**config.mk**
```make
export PLATFORM = sky130hd
export DESIGN_NAME = wall_datapath_flat
export DESIGN_NICKNAME = d
export VERILOG_FILES = /design/src/rtl/wall_datapath_if.sv /design/src/rtl/wall_datapath.sv /design/src/flat_wrapper.sv
export SDC_FILE = /design/constraint.sdc
export NUM_CORES = 1
export LEC_CHECK = 0
export CELL_PAD_IN_SITES_DETAIL_PLACEMENT = 1
export CELL_PAD_IN_SITES_GLOBAL_PLACEMENT = 2
export CORE_ASPECT_RATIO = 1.1
export CORE_MARGIN = 1
export CORE_UTILIZATION = 39
export CTS_CLUSTER_SIZE = 14
export DETAILED_ROUTE_END_ITERATION = 8
export PLACE_DENSITY_LB_ADDON = 0.1
export SETUP_SLACK_MARGIN = 0.2
export SLEW_MARGIN = 15
export SYNTH_ARGS = -nofsm -noshare
export SYNTH_HDL_FRONTEND = slang
export SYNTH_SLANG_ARGS = --single-unit
```
**constraint.sdc**
```tcl
create_clock -name clk -period 4.45 [get_ports clk]
set_input_delay 0.445 -clock clk [delete_from_list [all_inputs] [get_ports clk]]
set_output_delay 0.445 -clock clk [all_outputs]
set_load 0.05 [all_outputs]
```
**src/rtl/wall_datapath_if.sv**
```systemverilog
// wall_vga_if: pixel write bus from the wall datapath to the VGA adapter
//   x_out  [7:0] pixel x
//   y_out  [6:0] pixel y
//   colour [2:0] pixel colour
//   plot         pixel write strobe, one pixel per cycle
interface wall_vga_if;
    logic [7:0] x_out;
    logic [6:0] y_out;
    logic [2:0] colour;
    logic       plot;
    modport master (output x_out, y_out, colour, plot);
    modport slave  (input  x_out, y_out, colour, plot);
endinterface

```
**src/rtl/wall_datapath.sv**
```systemverilog
// wall_datapath: wall position, pixel sweeps that erase/draw the wall, and the touched flag for the wall FSM
//   clk       system clock
//   reset     asynchronous active-high reset
//   state     FSM state code (READY/MOVE/STOP/DRAW/DEL/UPDATE)
//   player_x  player box left x
//   player_y  player box top y
//   vga       pixel bus to the VGA adapter (wall_vga_if.master)
//   touched   sticky collision / left-edge flag
//   busy      sweep running or one queued
module wall_datapath #(
    parameter int         START_X  = 150,
    parameter int         WALL_Y   = 60,
    parameter int         WALL_W   = 4,
    parameter int         WALL_H   = 40,
    parameter int         STEP     = 1,
    parameter int         MOVE_DIV = 4,
    parameter int         PLAYER_W = 4,
    parameter int         PLAYER_H = 4,
    parameter logic [2:0] WALL_COL = 3'b111,
    parameter logic [2:0] BG_COL   = 3'b000
) (
    input  logic             clk,
    input  logic             reset,
    input  logic [3:0]       state,
    input  logic [7:0]       player_x,
    input  logic [6:0]       player_y,
    wall_vga_if.master       vga,
    output logic             touched,
    output logic             busy
);
    localparam logic [3:0] ST_READY = 4'b0101;
    localparam logic [3:0] ST_MOVE  = 4'b0110;
    localparam logic [3:0] ST_DRAW  = 4'b1000;
    localparam logic [3:0] ST_DEL   = 4'b1001;

    typedef enum logic {S_IDLE, S_RUN} sweep_t;

    sweep_t     sw_q, sw_d;
    logic [3:0] prev_state_q, prev_state_d;
    logic [7:0] wall_x_q, wall_x_d;
    logic [7:0] move_cnt_q, move_cnt_d;
    logic [7:0] base_x_q, base_x_d;
    logic [7:0] cx_q, cx_d;
    logic [6:0] cy_q, cy_d;
    logic [2:0] col_q, col_d;
    logic       pend_q, pend_d;
    logic [2:0] pend_col_q, pend_col_d;
    logic [7:0] x_q, x_d;
    logic [6:0] y_q, y_d;
    logic [2:0] colour_q, colour_d;
    logic       plot_q, plot_d;
    logic       touched_q, touched_d;
    logic       busy_q, busy_d;

    logic       entry, req, last, start, row_end, hit;
    logic [2:0] req_col;

    always_comb begin
        sw_d         = sw_q;
        prev_state_d = state;
        wall_x_d     = wall_x_q;
        move_cnt_d   = move_cnt_q;
        base_x_d     = base_x_q;
        cx_d         = cx_q;
        cy_d         = cy_q;
        col_d        = col_q;
        pend_d       = pend_q;
        pend_col_d   = pend_col_q;
        x_d          = x_q;
        y_d          = y_q;
        colour_d     = colour_q;
        entry        = state != prev_state_q;
        if (entry && state == ST_READY) begin
            wall_x_d   = 8'(START_X);
            move_cnt_d = '0;
        end
        if (entry && state == ST_MOVE) begin
            move_cnt_d = (move_cnt_q == 8'(MOVE_DIV - 1)) ? '0 : move_cnt_q + 8'd1;
            if (move_cnt_q == 8'(MOVE_DIV - 1))
                wall_x_d = (wall_x_q < 8'(STEP)) ? '0 : wall_x_q - 8'(STEP);
        end
        req     = entry && (state == ST_DRAW || state == ST_DEL);
        req_col = (state == ST_DRAW) ? WALL_COL : BG_COL;
        row_end = cx_q == 8'(WALL_W - 1);
        last    = sw_q == S_RUN && row_end && cy_q == 7'(WALL_H - 1);
        // Emit the current pixel while running, then advance in raster order.
        plot_d = sw_q == S_RUN;
        if (sw_q == S_RUN) begin
            x_d      = base_x_q + cx_q;
            y_d      = 7'(WALL_Y) + cy_q;
            colour_d = col_q;
            cx_d     = row_end ? '0 : cx_q + 8'd1;
            cy_d     = row_end ? cy_q + 7'd1 : cy_q;
        end
        // A sweep can start when idle or on its predecessor's last pixel, so a
        // queued request follows with no plot gap; a fresh request beats the slot.
        start = (sw_q == S_IDLE || last) && (req || pend_q);
        if (sw_q == S_RUN && !last && req) begin
            pend_d     = 1'b1;
            pend_col_d = req_col;
        end
        if (start) begin
            sw_d     = S_RUN;
            base_x_d = wall_x_q;
            col_d    = req ? req_col : pend_col_q;
            cx_d     = '0;
            cy_d     = '0;
            pend_d   = 1'b0;
        end else if (last) begin
            sw_d = S_IDLE;
        end
        busy_d = (sw_d == S_RUN) | pend_d;
        hit = ({1'b0, wall_x_q} < {1'b0, player_x} + 9'(PLAYER_W)) &&
              ({1'b0, player_x} < {1'b0, wall_x_q} + 9'(WALL_W)) &&
              (9'(WALL_Y) < {2'b0, player_y} + 9'(PLAYER_H)) &&
              ({2'b0, player_y} < 9'(WALL_Y + WALL_H));
        touched_d = (entry && state == ST_READY) ? 1'b0 : touched_q | hit | (wall_x_q == 8'd0);
    end

    always_ff @(posedge clk or posedge reset) begin
        if (reset) begin
            sw_q         <= S_IDLE;
            prev_state_q <= '0;
            wall_x_q     <= 8'(START_X);
            move_cnt_q   <= '0;
            base_x_q     <= '0;
            cx_q         <= '0;
            cy_q         <= '0;
            col_q        <= '0;
            pend_q       <= 1'b0;
            pend_col_q   <= '0;
            x_q          <= '0;
            y_q          <= '0;
            colour_q     <= '0;
            plot_q       <= 1'b0;
            touched_q    <= 1'b0;
            busy_q       <= 1'b0;
        end else begin
            sw_q         <= sw_d;
            prev_state_q <= prev_state_d;
            wall_x_q     <= wall_x_d;
            move_cnt_q   <= move_cnt_d;
            base_x_q     <= base_x_d;
            cx_q         <= cx_d;
            cy_q         <= cy_d;
            col_q        <= col_d;
            pend_q       <= pend_d;
            pend_col_q   <= pend_col_d;
            x_q          <= x_d;
            y_q          <= y_d;
            colour_q     <= colour_d;
            plot_q       <= plot_d;
            touched_q    <= touched_d;
            busy_q       <= busy_d;
        end
    end

    assign vga.x_out  = x_q;
    assign vga.y_out  = y_q;
    assign vga.colour = colour_q;
    assign vga.plot   = plot_q;
    assign touched    = touched_q;
    assign busy       = busy_q;
endmodule

```
**src/flat_wrapper.sv**
```systemverilog
// flat-port wrapper written by rule: the top's interface ports become plain ports
module wall_datapath_flat 
#(
    parameter int         START_X  = 150,
    parameter int         WALL_Y   = 60,
    parameter int         WALL_W   = 4,
    parameter int         WALL_H   = 40,
    parameter int         STEP     = 1,
    parameter int         MOVE_DIV = 4,
    parameter int         PLAYER_W = 4,
    parameter int         PLAYER_H = 4,
    parameter logic [2:0] WALL_COL = 3'b111,
    parameter logic [2:0] BG_COL   = 3'b000
)
  (clk, reset, state, player_x, player_y, touched, busy, vga_x_out, vga_y_out, vga_colour, vga_plot);
  wall_vga_if vga_i ();
  input  logic clk;
  input  logic reset;
  input  logic [3:0] state;
  input  logic [7:0] player_x;
  input  logic [6:0] player_y;
  output logic touched;
  output logic busy;
  output wire logic [$bits(vga_i.x_out)-1:0] vga_x_out;
  output wire logic [$bits(vga_i.y_out)-1:0] vga_y_out;
  output wire logic [$bits(vga_i.colour)-1:0] vga_colour;
  output wire logic [$bits(vga_i.plot)-1:0] vga_plot;
  assign vga_x_out = vga_i.x_out;
  assign vga_y_out = vga_i.y_out;
  assign vga_colour = vga_i.colour;
  assign vga_plot = vga_i.plot;
  wall_datapath #(.START_X(START_X), .WALL_Y(WALL_Y), .WALL_W(WALL_W), .WALL_H(WALL_H), .STEP(STEP), .MOVE_DIV(MOVE_DIV), .PLAYER_W(PLAYER_W), .PLAYER_H(PLAYER_H), .WALL_COL(WALL_COL), .BG_COL(BG_COL)) u_core (.clk(clk), .reset(reset), .state(state), .player_x(player_x), .player_y(player_y), .vga(vga_i), .touched(touched), .busy(busy));
endmodule
```
After elaboration in Yosys (flattened, before gate mapping)
Cells that the tools add are included.
{"block": "op_classes", "n_reduce_logical": 20, "n_bitwise": 4, "n_lt_le_gt_ge": 5, "n_eq_ne": 8, "mux": 20, "addsub": 9}
{"op": "$mux 8", "n": 10}
{"op": "$mux 7", "n": 3}
{"op": "$add 8x3->9 const B", "n": 2}
{"op": "$lt 8x9->1", "n": 2}
{"op": "$add 8x1->8 const B", "n": 2}
{"op": "$eq 8x2->1 const B", "n": 2}
{"op": "$logic_and 1x1->1", "n": 11}
{"op": "$lt 6x9->1 const A", "n": 1}
{"op": "$add 7x3->8 const B", "n": 1}
{"op": "$add 8x8->8", "n": 1}
{"op": "$eq 4x3->1 const B", "n": 2}
{"op": "$eq 4x4->1 const B", "n": 2}
{"op": "$logic_not 8->1", "n": 1}
{"op": "$lt 8x1->1 const B", "n": 1}
{"op": "$sub 8x1->8 const B", "n": 1}
{"op": "$add 6x7->7 const A", "n": 1}
{"op": "$add 7x1->7 const B", "n": 1}
{"op": "$eq 7x6->1 const B", "n": 1}
{"op": "$lt 7x7->1 const B", "n": 1}
{"op": "$mux 3", "n": 2}
{"op": "$reduce_bool 2->1", "n": 3}
{"op": "$mux 1", "n": 5}
{"op": "$ne 4x4->1", "n": 1}
{"op": "$logic_or 1x1->1", "n": 3}
{"op": "4 further kinds", "n": 6}
{"block": "totals", "word_cells": 82, "inputBits": 21, "regBits": 72, "out_inout_bits": 21}

Depth between registers and ports, before layout
{"block": "logic_depth", "word_depth": 9, "depth_mapped": 10, "mapped_depth_nobuf": 9}

Worst setup path before layout
No wires, ideal clock.
{"block": "synth_path", "path_type": "register to register", "start": "register u_core.move_cnt_q[0]", "end": "register u_core.wall_x_q[6]", "arrival_ps": 1905, "required_time_ps": 4328, "path_buffers": 1, "setup_ps": 122, "path_slack_ps": 2424, "path_stages_with_launch": 9, "synth_period_minus_slack_ps": 2026, "cell_sequence": "dfrtp_1 > ha_1 > or4b_1 > nor4_2 > and2_1 > buf_2 > nor2_1 > a21o_1 > a32o_1"}
{"block": "synth_via", "elab_chain_cells": 3}
{"item": "start: declaration", "line_no": "wall_datapath.sv:41", "source": "logic [7:0] move_cnt_q, move_cnt_d;"}
{"item": "start signal: assignment", "line_no": "wall_datapath.sv:142", "source": "move_cnt_q <= move_cnt_d;"}
{"item": "$eq 8x2->1", "line_no": "wall_datapath.sv:79", "source": "if (move_cnt_q == 8'(MOVE_DIV - 1))"}
{"item": "$mux 8", "line_no": "wall_datapath.sv:79"}
{"item": "$mux 8", "line_no": "wall_datapath.sv:77", "source": "if (entry && state == ST_MOVE) begin"}
{"item": "net u_core.wall_x_d[6]", "line_no": "wall_datapath.sv:40", "source": "logic [7:0] wall_x_q, wall_x_d;"}
{"item": "end signal: assignment", "line_no": "wall_datapath.sv:124", "source": "wall_x_q <= 8'(START_X);"}
{"item": "end signal: assignment", "line_no": "wall_datapath.sv:141", "source": "wall_x_q <= wall_x_d;"}
{"item": "end: declaration", "line_no": "wall_datapath.sv:40"}
The timed path passes the listed nets, and every way through them passes these cells.
A chain may end at the register's enable or synchronous reset.

Worst setup path in the final report
{"block": "layout_path", "start": "register u_core.cx_q[1]", "end": "register u_core.base_x_q[4]"}
{"block": "layout_via", "elab_chain_cells": 5}
{"item": "start: declaration", "line_no": "wall_datapath.sv:43", "source": "logic [7:0] cx_q, cx_d;"}
{"item": "start signal: assignment", "line_no": "wall_datapath.sv:127", "source": "cx_q <= '0;"}
{"item": "start signal: assignment", "line_no": "wall_datapath.sv:144", "source": "cx_q <= cx_d;"}
{"item": "$eq 8x2->1", "line_no": "wall_datapath.sv:84", "source": "row_end = cx_q == 8'(WALL_W - 1);"}
{"item": "$logic_and 1x1->1 (2 in a row)", "line_no": "wall_datapath.sv:85", "source": "last = sw_q == S_RUN && row_end && cy_q == 7'(WALL_H - 1);"}
{"item": "$logic_or 1x1->1", "line_no": "wall_datapath.sv:97", "source": "start = (sw_q == S_IDLE || last) && (req || pend_q);"}
{"item": "$logic_and 1x1->1", "line_no": "wall_datapath.sv:97"}
{"item": "end signal: assignment", "line_no": "wall_datapath.sv:143", "source": "base_x_q <= base_x_d;"}
{"item": "end: declaration", "line_no": "wall_datapath.sv:42", "source": "logic [7:0] base_x_q, base_x_d;"}
Every way passes these cells.

==> results.py <==
metrics = {
    "placement": {
        "place_inst": 537,
        "hpwl_um": 6350,
        "port_buffers": 41,
        "placement.cell_area_mm2": 0.00441,
        "gp_congestion": 0.764,
    },
    "final_layout": {
        "final_cells": 552,
        "syn2layout_area_growth_pct": 17.7,
        "fin_nets": 481,
        "antennaDiodeCount": 0,
        "stdcell_area_mm2": 0.00461,
        "layout-drive-gt1-share_pct": 11.1,
    },
    "clocking": {
        "cts_buffer_depth": 2,
        "post_cts_resized": 0,
        "hold_buffers": 0,
        "clkTransAtPathRegs_ns": 0.07,
        "cts_root_buffer": "clkbuf_8",
        "numCtsBuffers": 9,
        "tritoncts": "yes",
        "cts_setup_buffers": 0,
        "clkSinkCount": 66,
        "clk_latency_ns": 0.35,
        "cts_max_level": 3,
    },
    "floorplanning": {
        "start_util_pct": 40.0,
        "die-area_mm2": 0.0105,
        "die_w_um": 97.6,
        "die_y_um": 107,
        "core_area_mm2": 0.00979,
        "io-pin-count": 42,
        "num_rows": 38,
    },
    "worst_setup_path": {
        "reg2regPathDepth": 6,
        "rrSetupSlack_ns": 1.79,
        "cp.arrival_ns": 2.89,
        "critPathRequiredTime_ns": 4.68,
        "r2r_start": "u_core.cx_q[1]$_DFFE_PP0P_",
        "worstPathMaxFanout": 18,
        "criticalPathCategory": "register to register",
        "startpoint": "u_core.cx_q[1]$_DFFE_PP0P_",
        "startpoint_type": "register",
        "crit_path_end_kind": "register",
        "r2r-end": "u_core.base_x_q[4]$_DFFE_PP0P_",
    },
    "routing": {
        "route.vias.total": 2942,
        "dr.pass1.iters": 4,
        "wl_per_cell_um": 15.2,
        "ant_nets": 0,
        "drtIter0Drc": 84,
        "drc": 0,
        "drt_wl_total_um": 8400,
        "vias_per_cell": 5.33,
    },
    "timing": {
        "setup_tns_ns": 0,
        "finalSetupViolations": 0,
        "max-slew-margin-rel_pct": 37.4,
        "finalCriticalPeriod_ns": 2.66,
        "finalCritPeriodShare_pct": 59.8,
        "finClkSkew_ns": 0.00842,
        "hold_viol_final": 0,
        "slew_viol_final": 0,
        "tightest_slew_ns": 0.937,
        "whs_ns": 0.486,
        "rsz0062_at_grt": "false",
        "clock.fmax_mhz": 376,
    },
    "power_and_ir_drop": {
        "power.leakage_nw": 1.99,
        "p_total_mw": 1.33,
        "power_density_mw_per_mm2": 288,
        "ir_drop_uv": 115,
    },
    "synthesis": {
        "syn_avg_cell_area_um2": 10.1,
        "synthCells": 389,
        "synth_edf_count": 0,
        "synthFlopType": "dfrtp_1",
        "synth_warnings": 0,
        "synth.cell_area_mm2": 0.00392,
        "async_flop_share_pct": 100,
        "ys_ff_latch": 66,
        "netlist-cell-type-count": 56,
        "seq_area_frac_synth_pct": 42.3,
        "synthesis.nets": 442,
    },
    "hold_path": {
        "hold_path.startpoint": "u_core.vga.x_out[4]$_DFFE_PP0P_",
        "hold_path_end": "u_core.vga.x_out[4]$_DFFE_PP0P_",
        "hold_path.class": "register to register",
        "hold_depth": 2,
    },
    "global_routing": {
        "track_usage_pct": 18.1,
        "antenna_found_initial": 0,
        "grt_pass1_wl_um": 15100,
        "grt_overflow_total": 0,
        "grt_max_degree": 45,
        "grt_pass1_vias": 3116,
    },
    "outcome": {
        "status": "completed",
    },
    "job": {
        "cap_violations": 0,
    },
}
==> synth_stat cells (3+ instances only) <==
cell type / instances / share of area, %
a21oi_1: 12 / 1.5
nand2b_1: 6 / 0.96
o21ai_0: 25 / 3.2
buf_6: 3 / 0.86
mux2_2: 18 / 5.2
nand2_1: 30 / 2.9
and3_1: 8 / 1.3
o31ai_1: 4 / 0.77
dfstp_2: 4 / 2.7
dfrtp_1: 62 / 40
nor3_1: 6 / 0.77
or3_1: 5 / 0.80
o21a_1: 3 / 0.57
o311ai_0: 4 / 0.89
nor2b_1: 6 / 0.96
xnor2_1: 15 / 3.4
clkbuf_1: 9 / 0.86
inv_1: 18 / 1.7
nor2_1: 37 / 3.5
xor2_1: 18 / 4.0
ha_1: 31 / 9.9
nand4_1: 6 / 0.96
nand3_1: 15 / 1.9
==> sequential cells by signal (all words and copies together) (netlist names), 4 cells and up <==
signal / cells
u_core.base_x_q: 8
u_core.cx_q: 8
u_core.move_cnt_q: 8
u_core.vga.x_out: 8
u_core.wall_x_q: 8
u_core.cy_q: 7
u_core.vga.y_out: 7
u_core.prev_state_q: 4
==> metrics by stage <==
stage	setup slack, ns	utilization (%)
after floorplan	2.36	-
after global placement	1.52	45.0
after detailed placement	1.45	45.0
after CTS	1.74	47.1
after global routing	1.56	47.1
final	1.79	47.1
==> cell families (layout without fill, tap and decap cells) <==
logic type | Yosys count | count (layout) | share of synthesized area (%)
muxes | 20 | 20 | 5.68
buffers and inverters | 33 | 76 | 3.96
adders and majority gates | 32 | 32 | 10.4
AOI/OAI and AO/OA | 66 | 66 | 10.9
and+or+nand+nor | 138 | 138 | 19.0
DFF | 66 | 66 | 42.3
xor gates and xnor gates | 34 | 34 | 7.79
==> layout by cell type (no fill, tap or decap), types with 12 or more instances in the layout <==
cell type,synthesis,layout
a21oi_1,12,12
mux2_2,18,18
xnor2_1,15,15
nor2_1,37,37
nand2_1,30,30
clkbuf_8,0,12
xor2_1,18,18
clkdlybuf4s50_1,0,41
nand3_1,15,15
ha_1,31,31
o21ai_0,25,25
dfrtp_1,62,62
inv_1,18,17
==> routing by layer <==
metal	up-vias	wire (um)	global-route usage (%)	share of wire, %
met5	-	0	0	0
met4	0	127	6.30	1.5
met3	12	205	4.24	2.4
met2	32	4140	30.6	49
met1	1450	3930	22.5	47
li1	1448	-	-	-
==> worst max-delay path by stage <==
stage               slack (ns)                        endpoint  depth (start not counted)
floorplan                 2.36  u_core.base_x_q[0]$_DFFE_PP0P_                          1
global placement          1.52  u_core.base_x_q[3]$_DFFE_PP0P_                          6
detailed placement        1.45  u_core.base_x_q[4]$_DFFE_PP0P_                          6
CTS                       1.74  u_core.base_x_q[4]$_DFFE_PP0P_                          6
global route              1.56  u_core.base_x_q[3]$_DFFE_PP0P_                          6
finish                    1.79  u_core.base_x_q[4]$_DFFE_PP0P_                          6
==> power breakdown <==
group / internal (mW) / switching, mW / total [mW]
Combinational: 0.0685 / 0.0874 / 0.156
Sequential: 0.623 / 0.0228 / 0.646
Clock: 0.301 / 0.227 / 0.528
==> cell type report <==
cell class / instances / area [um2]
Clock inverter: 2 / 35.0
Timing Repair Buffer: 43 / 425
Tap cell: 120 / 150
Fill cell: 1123 / 5180
Inverter: 18 / 67.6
Multi-Input combinational cell: 290 / 2110
Clock buffer: 13 / 169
Sequential cell: 66 / 1660
==> critical path, cell delays in order (launching register included) <==
cell and delay (ns):
dfrtp_1 0.45, ha_1 0.23, nor4b_1 0.42, nand4_1 0.22, nand2_1 0.18, o21a_1 0.63
mux2_2 0.42
(Power assumes the default switching activity.)
